--- src/rtl/note_highway_pkg.sv ---
// rtl/note_highway_pkg.sv - shared constants and arithmetic helpers for the note highway
package note_highway_pkg;

    localparam int DEF_NUM_LANES = 5;
    localparam int DEF_DEPTH     = 8;
    localparam int DEF_HIT_ROWS  = 2;
    localparam int DEF_CNT_W     = 16;

    localparam int STREAK_X2 = 10;
    localparam int STREAK_X3 = 20;
    localparam int STREAK_X4 = 30;

    function automatic logic [31:0] popcount(input logic [31:0] v);
        logic [31:0] n;
        n = '0;
        for (int i = 0; i < 32; i++) begin
            n = n + {31'd0, v[i]};
        end
        return n;
    endfunction

    // Never wraps: result clamps at max.
    function automatic logic [31:0] sat_add(input logic [31:0] a, input logic [31:0] b,
                                            input logic [31:0] max);
        logic [32:0] s;
        s = {1'b0, a} + {1'b0, b};
        if (s > {1'b0, max}) begin
            return max;
        end
        return s[31:0];
    endfunction

    function automatic logic [2:0] multiplier_for(input logic [31:0] streak);
        if (streak >= 32'(STREAK_X4)) begin
            return 3'd4;
        end else if (streak >= 32'(STREAK_X3)) begin
            return 3'd3;
        end else if (streak >= 32'(STREAK_X2)) begin
            return 3'd2;
        end
        return 3'd1;
    endfunction

endpackage

--- src/rtl/note_highway_lane.sv ---
// rtl/note_highway_lane.sv - one lane: shift column, hit-window search/clear, event pulses
module note_lane #(
    parameter int DEPTH    = 8,
    parameter int HIT_ROWS = 2
) (
    input  logic             clk,
    input  logic             reset,
    input  logic             clear,
    input  logic             shift_en,
    input  logic             note_in,
    input  logic             press,
    output logic [DEPTH-1:0] col,
    output logic             hit_evt,
    output logic             miss_evt,
    output logic             wrong_evt,
    output logic             hit_pulse,
    output logic             miss_pulse,
    output logic             wrong_pulse
);

    logic [DEPTH-1:0] cleared;
    logic [DEPTH-1:0] col_next;
    logic             found;

    // Press acts on pre-shift contents, so a note entering the window now is out of reach.
    always_comb begin
        cleared = col;
        found   = 1'b0;
        for (int r = DEPTH - 1; r >= DEPTH - HIT_ROWS; r--) begin
            if (press && !found && col[r]) begin
                cleared[r] = 1'b0;
                found      = 1'b1;
            end
        end
        hit_evt   = found;
        wrong_evt = press && !found;
        miss_evt  = shift_en && cleared[DEPTH-1];
        col_next  = shift_en ? {cleared[DEPTH-2:0], note_in} : cleared;
    end

    always_ff @(posedge clk) begin
        if (reset || clear) begin
            col         <= '0;
            hit_pulse   <= 1'b0;
            miss_pulse  <= 1'b0;
            wrong_pulse <= 1'b0;
        end else begin
            col         <= col_next;
            hit_pulse   <= hit_evt;
            miss_pulse  <= miss_evt;
            wrong_pulse <= wrong_evt;
        end
    end

endmodule

--- src/rtl/note_highway.sv ---
// rtl/note_highway.sv - note highway top: lanes, read port, counters; streak via NOTE_HIGHWAY_STREAK_EN
module note_highway
    import note_highway_pkg::*;
#(
    parameter int NUM_LANES = DEF_NUM_LANES,
    parameter int DEPTH     = DEF_DEPTH,
    parameter int HIT_ROWS  = DEF_HIT_ROWS,
    parameter int CNT_W     = DEF_CNT_W
) (
    input  logic                     clk,
    input  logic                     reset,
    input  logic                     clear,
    input  logic                     shift_en,
    input  logic [NUM_LANES-1:0]     notes_in,
    input  logic [NUM_LANES-1:0]     btn_press,
    input  logic [$clog2(DEPTH)-1:0] rd_row,
    output logic [NUM_LANES-1:0]     rd_data,
    output logic [NUM_LANES-1:0]     note_at_bottom,
    output logic [NUM_LANES-1:0]     hit_pulse,
    output logic [NUM_LANES-1:0]     miss_pulse,
    output logic [NUM_LANES-1:0]     wrong_pulse,
    output logic [CNT_W-1:0]         hit_count,
    output logic [CNT_W-1:0]         miss_count,
    output logic [CNT_W-1:0]         streak,
    output logic [2:0]               multiplier
);

    localparam logic [31:0] CNT_MAX = 32'((64'd1 << CNT_W) - 64'd1);

    logic [NUM_LANES-1:0][DEPTH-1:0] cols;
    logic [NUM_LANES-1:0]            hit_evt;
    logic [NUM_LANES-1:0]            miss_evt;
    logic [NUM_LANES-1:0]            wrong_evt;

    for (genvar l = 0; l < NUM_LANES; l++) begin : g_lane
        note_lane #(
            .DEPTH    (DEPTH),
            .HIT_ROWS (HIT_ROWS)
        ) u_lane (
            .clk         (clk),
            .reset       (reset),
            .clear       (clear),
            .shift_en    (shift_en),
            .note_in     (notes_in[l]),
            .press       (btn_press[l]),
            .col         (cols[l]),
            .hit_evt     (hit_evt[l]),
            .miss_evt    (miss_evt[l]),
            .wrong_evt   (wrong_evt[l]),
            .hit_pulse   (hit_pulse[l]),
            .miss_pulse  (miss_pulse[l]),
            .wrong_pulse (wrong_pulse[l])
        );
    end

    always_comb begin
        rd_data        = '0;
        note_at_bottom = '0;
        for (int l = 0; l < NUM_LANES; l++) begin
            note_at_bottom[l] = cols[l][DEPTH-1];
            if (32'(rd_row) < 32'(DEPTH)) begin
                rd_data[l] = cols[l][rd_row];
            end
        end
    end

    always_ff @(posedge clk) begin
        if (reset || clear) begin
            hit_count  <= '0;
            miss_count <= '0;
        end else begin
            hit_count  <= CNT_W'(sat_add(32'(hit_count), popcount(32'(hit_evt)), CNT_MAX));
            miss_count <= CNT_W'(sat_add(32'(miss_count), popcount(32'(miss_evt)), CNT_MAX));
        end
    end

`ifdef NOTE_HIGHWAY_STREAK_EN
    logic [CNT_W-1:0] streak_next;

    // Any miss or wrong press breaks the streak, even alongside hits on other lanes.
    always_comb begin
        streak_next = CNT_W'(sat_add(32'(streak), popcount(32'(hit_evt)), CNT_MAX));
        if ((|miss_evt) || (|wrong_evt)) begin
            streak_next = '0;
        end
    end

    always_ff @(posedge clk) begin
        if (reset || clear) begin
            streak     <= '0;
            multiplier <= 3'd1;
        end else begin
            streak     <= streak_next;
            multiplier <= multiplier_for(32'(streak_next));
        end
    end
`else
    assign streak     = '0;
    assign multiplier = 3'd1;
`endif

endmodule

--- config.mk ---
export PLATFORM = sky130hd
export DESIGN_NAME = note_highway
export DESIGN_NICKNAME = d
export VERILOG_FILES = /design/src/rtl/note_highway_pkg.sv /design/src/rtl/note_highway_lane.sv /design/src/rtl/note_highway.sv
export SDC_FILE = /design/constraint.sdc
export NUM_CORES = 1
export LEC_CHECK = 0
export BUFFER_PORTS_ARGS = -buffer_cell sky130_fd_sc_hd__buf_2
export CORE_UTILIZATION = 40
export CTS_BUF_LIST = sky130_fd_sc_hd__clkbuf_4 sky130_fd_sc_hd__clkbuf_8
export CTS_CLUSTER_SIZE = 40
export DETAILED_ROUTE_END_ITERATION = 8
export GPL_TIMING_DRIVEN = 0
export PLACE_DENSITY_LB_ADDON = 0.08
export SYNTH_ARGS = -nofsm -noshare
export SYNTH_HDL_FRONTEND = slang
export SYNTH_SLANG_ARGS = --single-unit
export TNS_END_PERCENT = 1
--- constraint.sdc ---
create_clock -name clk -period 3.95 [get_ports clk]
set_clock_uncertainty 0.15 [all_clocks]
set_input_delay 0.5925 -clock clk [delete_from_list [all_inputs] [get_ports clk]]
set_output_delay 0.5925 -clock clk [all_outputs]
set_load 0.05 [all_outputs]
==> flow_metrics.env <==
export IMPL_synth_avg_cell_area_um2=9.83
export IMPL_first_global_vias=3017
export IMPL_critical_path_n_buffers_inverters=2
export IMPL_fin_crit_sh=0.919
export IMPL_finalSetupTns_ns=0
export IMPL_post_synth_arst_share=0
export IMPL_multi_input_comb_area_um2=2190
export IMPL_floorplan_initialDensity=0.414
export IMPL_ff_latch_area_um2=1740
export IMPL_critical_path_endpoint_type="register"
export IMPL_drt_first_pass_iters=4
export IMPL_dp_final_hpwl_um=6860
export IMPL_power_ir_vdd_worst_uv=142
export IMPL_detailedRoute_firstIterationViolations=74
export IMPL_ordered_cell_list_for_the_critical_path="o21ai_0 > fa_1 > fa_1 > inv_1 > ha_1 > fa_1 > a21oi_2 > nor3_2 > nand3_1 > buf_2 > a21oi_1"
export IMPL_timing_max_cap_violations=0
export IMPL_antenna_violations_before_repair=0
export IMPL_die_w_um=105
export IMPL_synthCells=435
export IMPL_rsz0062_at_grt="false"
export IMPL_total_switching_power_uw=409
export IMPL_place_gp_congestion=0.758
export IMPL_synth_edff_count=0
export IMPL_synth_seq_area_share=0.407
export IMPL_routed_via_count=3281
export IMPL_yosysUniqueCellTypes=52
export IMPL_post_cts_setup_buffers=0
export IMPL_drcViolationCount=0
export IMPL_synthToLayoutAreaGrowth_pct=17.9
export IMPL_die_area_um2=11100
export IMPL_outcome="finished, final reports clean"
export IMPL_globalRouteOverflowTotal=0
export IMPL_post_drt_via_cell_ratio=4.87
export IMPL_postSynthRegisterBits=87
export IMPL_drt_total_wl_um=9250
export IMPL_final_antenna_net_count=0
export IMPL_post_synth_top_area_cell="dfxtp_1"
export IMPL_synth_most_common_cell="dfxtp_1"
export IMPL_tritoncts="yes"
export IMPL_worstSetupPathType="register to register"
export IMPL_max_slew_worst_pin_slew_ns=0.575
export IMPL_yosys_top_cells_count="dfxtp_1, nor2_1, buf_4"
export IMPL_post_cts_hold_buffer_count=0
export IMPL_crit_path_frequent_cell="fa_1"
export IMPL_critical_path_arrival_ns=3.70
export IMPL_power_per_cell_area_nw_per_um2=317
export IMPL_netlist_area_leader_share=0.407
export IMPL_clk_latency_ns=0.36
export IMPL_post_route_min_period_ns=3.63
export IMPL_combPwrFrac=0.088
export IMPL_critPathTopFamily="adder cells"
export IMPL_p_leak_uw=0.00228
export IMPL_cts_resized=0
export IMPL_cp_slowest_cell="fa_1"
export IMPL_rows=37
export IMPL_worst_hold_slack_across_all_endpoints_ns=0.315
export IMPL_drv_slew=0
export IMPL_setup_worst_path_start_class="register"
export IMPL_core_area_um2=10300
export IMPL_global_route_usage_total=0.172
export IMPL_final_setup_viol_count=0
export IMPL_antenna_cells=0
export IMPL_netlist_area_um2=4280
export IMPL_power_clock_fraction=0.360
export IMPL_buffers_from_clock_root_to_sink_at_most=2
export IMPL_io_buffer_count=70
export IMPL_critPathMaxFanout=10
export IMPL_route_detailed_wl_per_inst_um=13.7
export IMPL_pwr_share_seq=0.551
export IMPL_cts_root_buffer="clkbuf_8"
export IMPL_hold_path_class="input pin to register"
export IMPL_final_layout_size_suffix_gt1_frac=0.297
export IMPL_fin_cells=674
export IMPL_worst_endpoint_required_ns=4.02
export IMPL_fmaxAchievable_mhz=276
export IMPL_grt_first_pass_wirelength_um=15000
export IMPL_hold_violations=0
export IMPL_cts_made_buffers=9
export IMPL_num_nets_final=564
export IMPL_layout_filler_cells=1023
export IMPL_switching_share=0.256
export IMPL_cts_htree_levels=3
export IMPL_maximum_cell_stage_delay_along_the_critical_path_ns=0.51
export IMPL_num_io_pins=93
export IMPL_clkSlewWorstSetupHoldPaths_ns=0.08
export IMPL_floorplan_die_height_um=105
export IMPL_power_internal_uw=1190
export IMPL_tritoncts_num_sinks=87
export IMPL_yosysWarnings=0
export IMPL_grt_start_max_net_pins=14
export IMPL_placedCellCount=658
export IMPL_timing_slew_headroom=0.615
export IMPL_synth_flop_cell="dfxtp_1"
export IMPL_yosys_top_cells_area="dfxtp_1, mux2i_1, buf_4"
[area by class of cell]
type                            instances  area share
Clock inverter                          3     0.00372
Tap cell                              136      0.0337
Sequential cell                        87       0.345
Clock buffer                           13      0.0318
Timing Repair Buffer                   70      0.0695
Multi-Input combinational cell        300       0.434
Buffer                                 58      0.0769
Inverter                                7     0.00521
[metrics by stage]
stage	power, uW	util	cell area [um^2]	setup slack [ns]
2_1_floorplan	1020	-	4340	0.424
3_3_place_gp	1040	0.471	4860	0.0437
3_5_place_dp	1050	0.471	4860	0.00307
4_1_cts	1630	0.488	5040	0.136
5_1_grt	1670	0.489	5040	0.142
6_report	1600	0.489	5040	0.321
[state kept, by name (all words and copies together), names as in the netlist]
name                       cells
g_lane.u_lane.miss_pulse       5
g_lane.u_lane.hit_pulse        5
g_lane.u_lane.wrong_pulse      5
miss_count                    16
hit_count                     16
g_lane.u_lane.col             40
[kinds of logic (layout without fill, tap and decap cells)]
logic type | count (synthesis) | count (layout) | synth area share
and+or+nand+nor | 142 | 142 | 0.184
DFF | 87 | 87 | 0.407
AOI/OAI and AO/OA | 65 | 65 | 0.0919
buffers and inverters | 65 | 151 | 0.0968
muxes | 45 | 45 | 0.136
xor gates and xnor gates | 15 | 15 | 0.0307
adders and majority gates | 14 | 14 | 0.0515
other | 2 | 19 | 0.00176
[path summary, 6_finish.rpt]
| kind | startpoint | end | slack, ns | depth (start not counted) |
|---|---|---|---|---|
| max reg2reg | g_lane[0].u_lane.col[7]$_SDFF_PP0_ | hit_count[7]$_SDFF_PP0_ | 0.32 | 11 |
| max | g_lane[0].u_lane.col[7]$_SDFF_PP0_ | hit_count[7]$_SDFF_PP0_ | 0.32 | 11 |
| min reg2reg | g_lane[3].u_lane.col[5]$_SDFFE_PP0P_ | g_lane[3].u_lane.col[6]$_SDFF_PP0_ | 0.32 | 2 |
| min | notes_in[2] | g_lane[2].u_lane.col[0]$_SDFFE_PP0P_ | 0.32 | 3 |
[cells in the final DEF, fill, tap and decap left out, types with 9 or more instances in the layout]
| cell type | netlist | final |
|---|---|---|
| xnor2_1 | 12 | 12 |
| conb_1 | 2 | 19 |
| buf_2 | 6 | 76 |
| clkbuf_8 | 0 | 10 |
| mux2i_1 | 30 | 30 |
| o21ai_0 | 9 | 9 |
| a21oi_1 | 32 | 31 |
| clkbuf_1 | 9 | 9 |
| nand2_1 | 17 | 17 |
| a31oi_1 | 10 | 10 |
| nor2_1 | 53 | 53 |
| dfxtp_1 | 87 | 87 |
| buf_4 | 39 | 39 |
| mux4_2 | 10 | 10 |
[power groups by stage]
stage	clock (uW)	combinational (uW)	sequential, uW
floorplan	0	114	903
global placement	0	141	903
detailed placement	0	142	903
CTS	606	142	883
global route	639	151	883
finish	577	141	883
[worst min-delay path: stages]
cell and delay [ns]:
buf_2 0.07, mux2i_1 0.06, nor2_1 0.07
[metal layers]
layer | vias up | routed length [um] | global-route usage
met5 | - | 0 | 0
met1 | 1518 | 4550 | 0.236
met4 | 0 | 131 | 0.0664
li1 | 1673 | - | -
met2 | 80 | 4100 | 0.260
met3 | 10 | 470 | 0.0427
No activity file was read; power rests on OpenSTA's default activity.
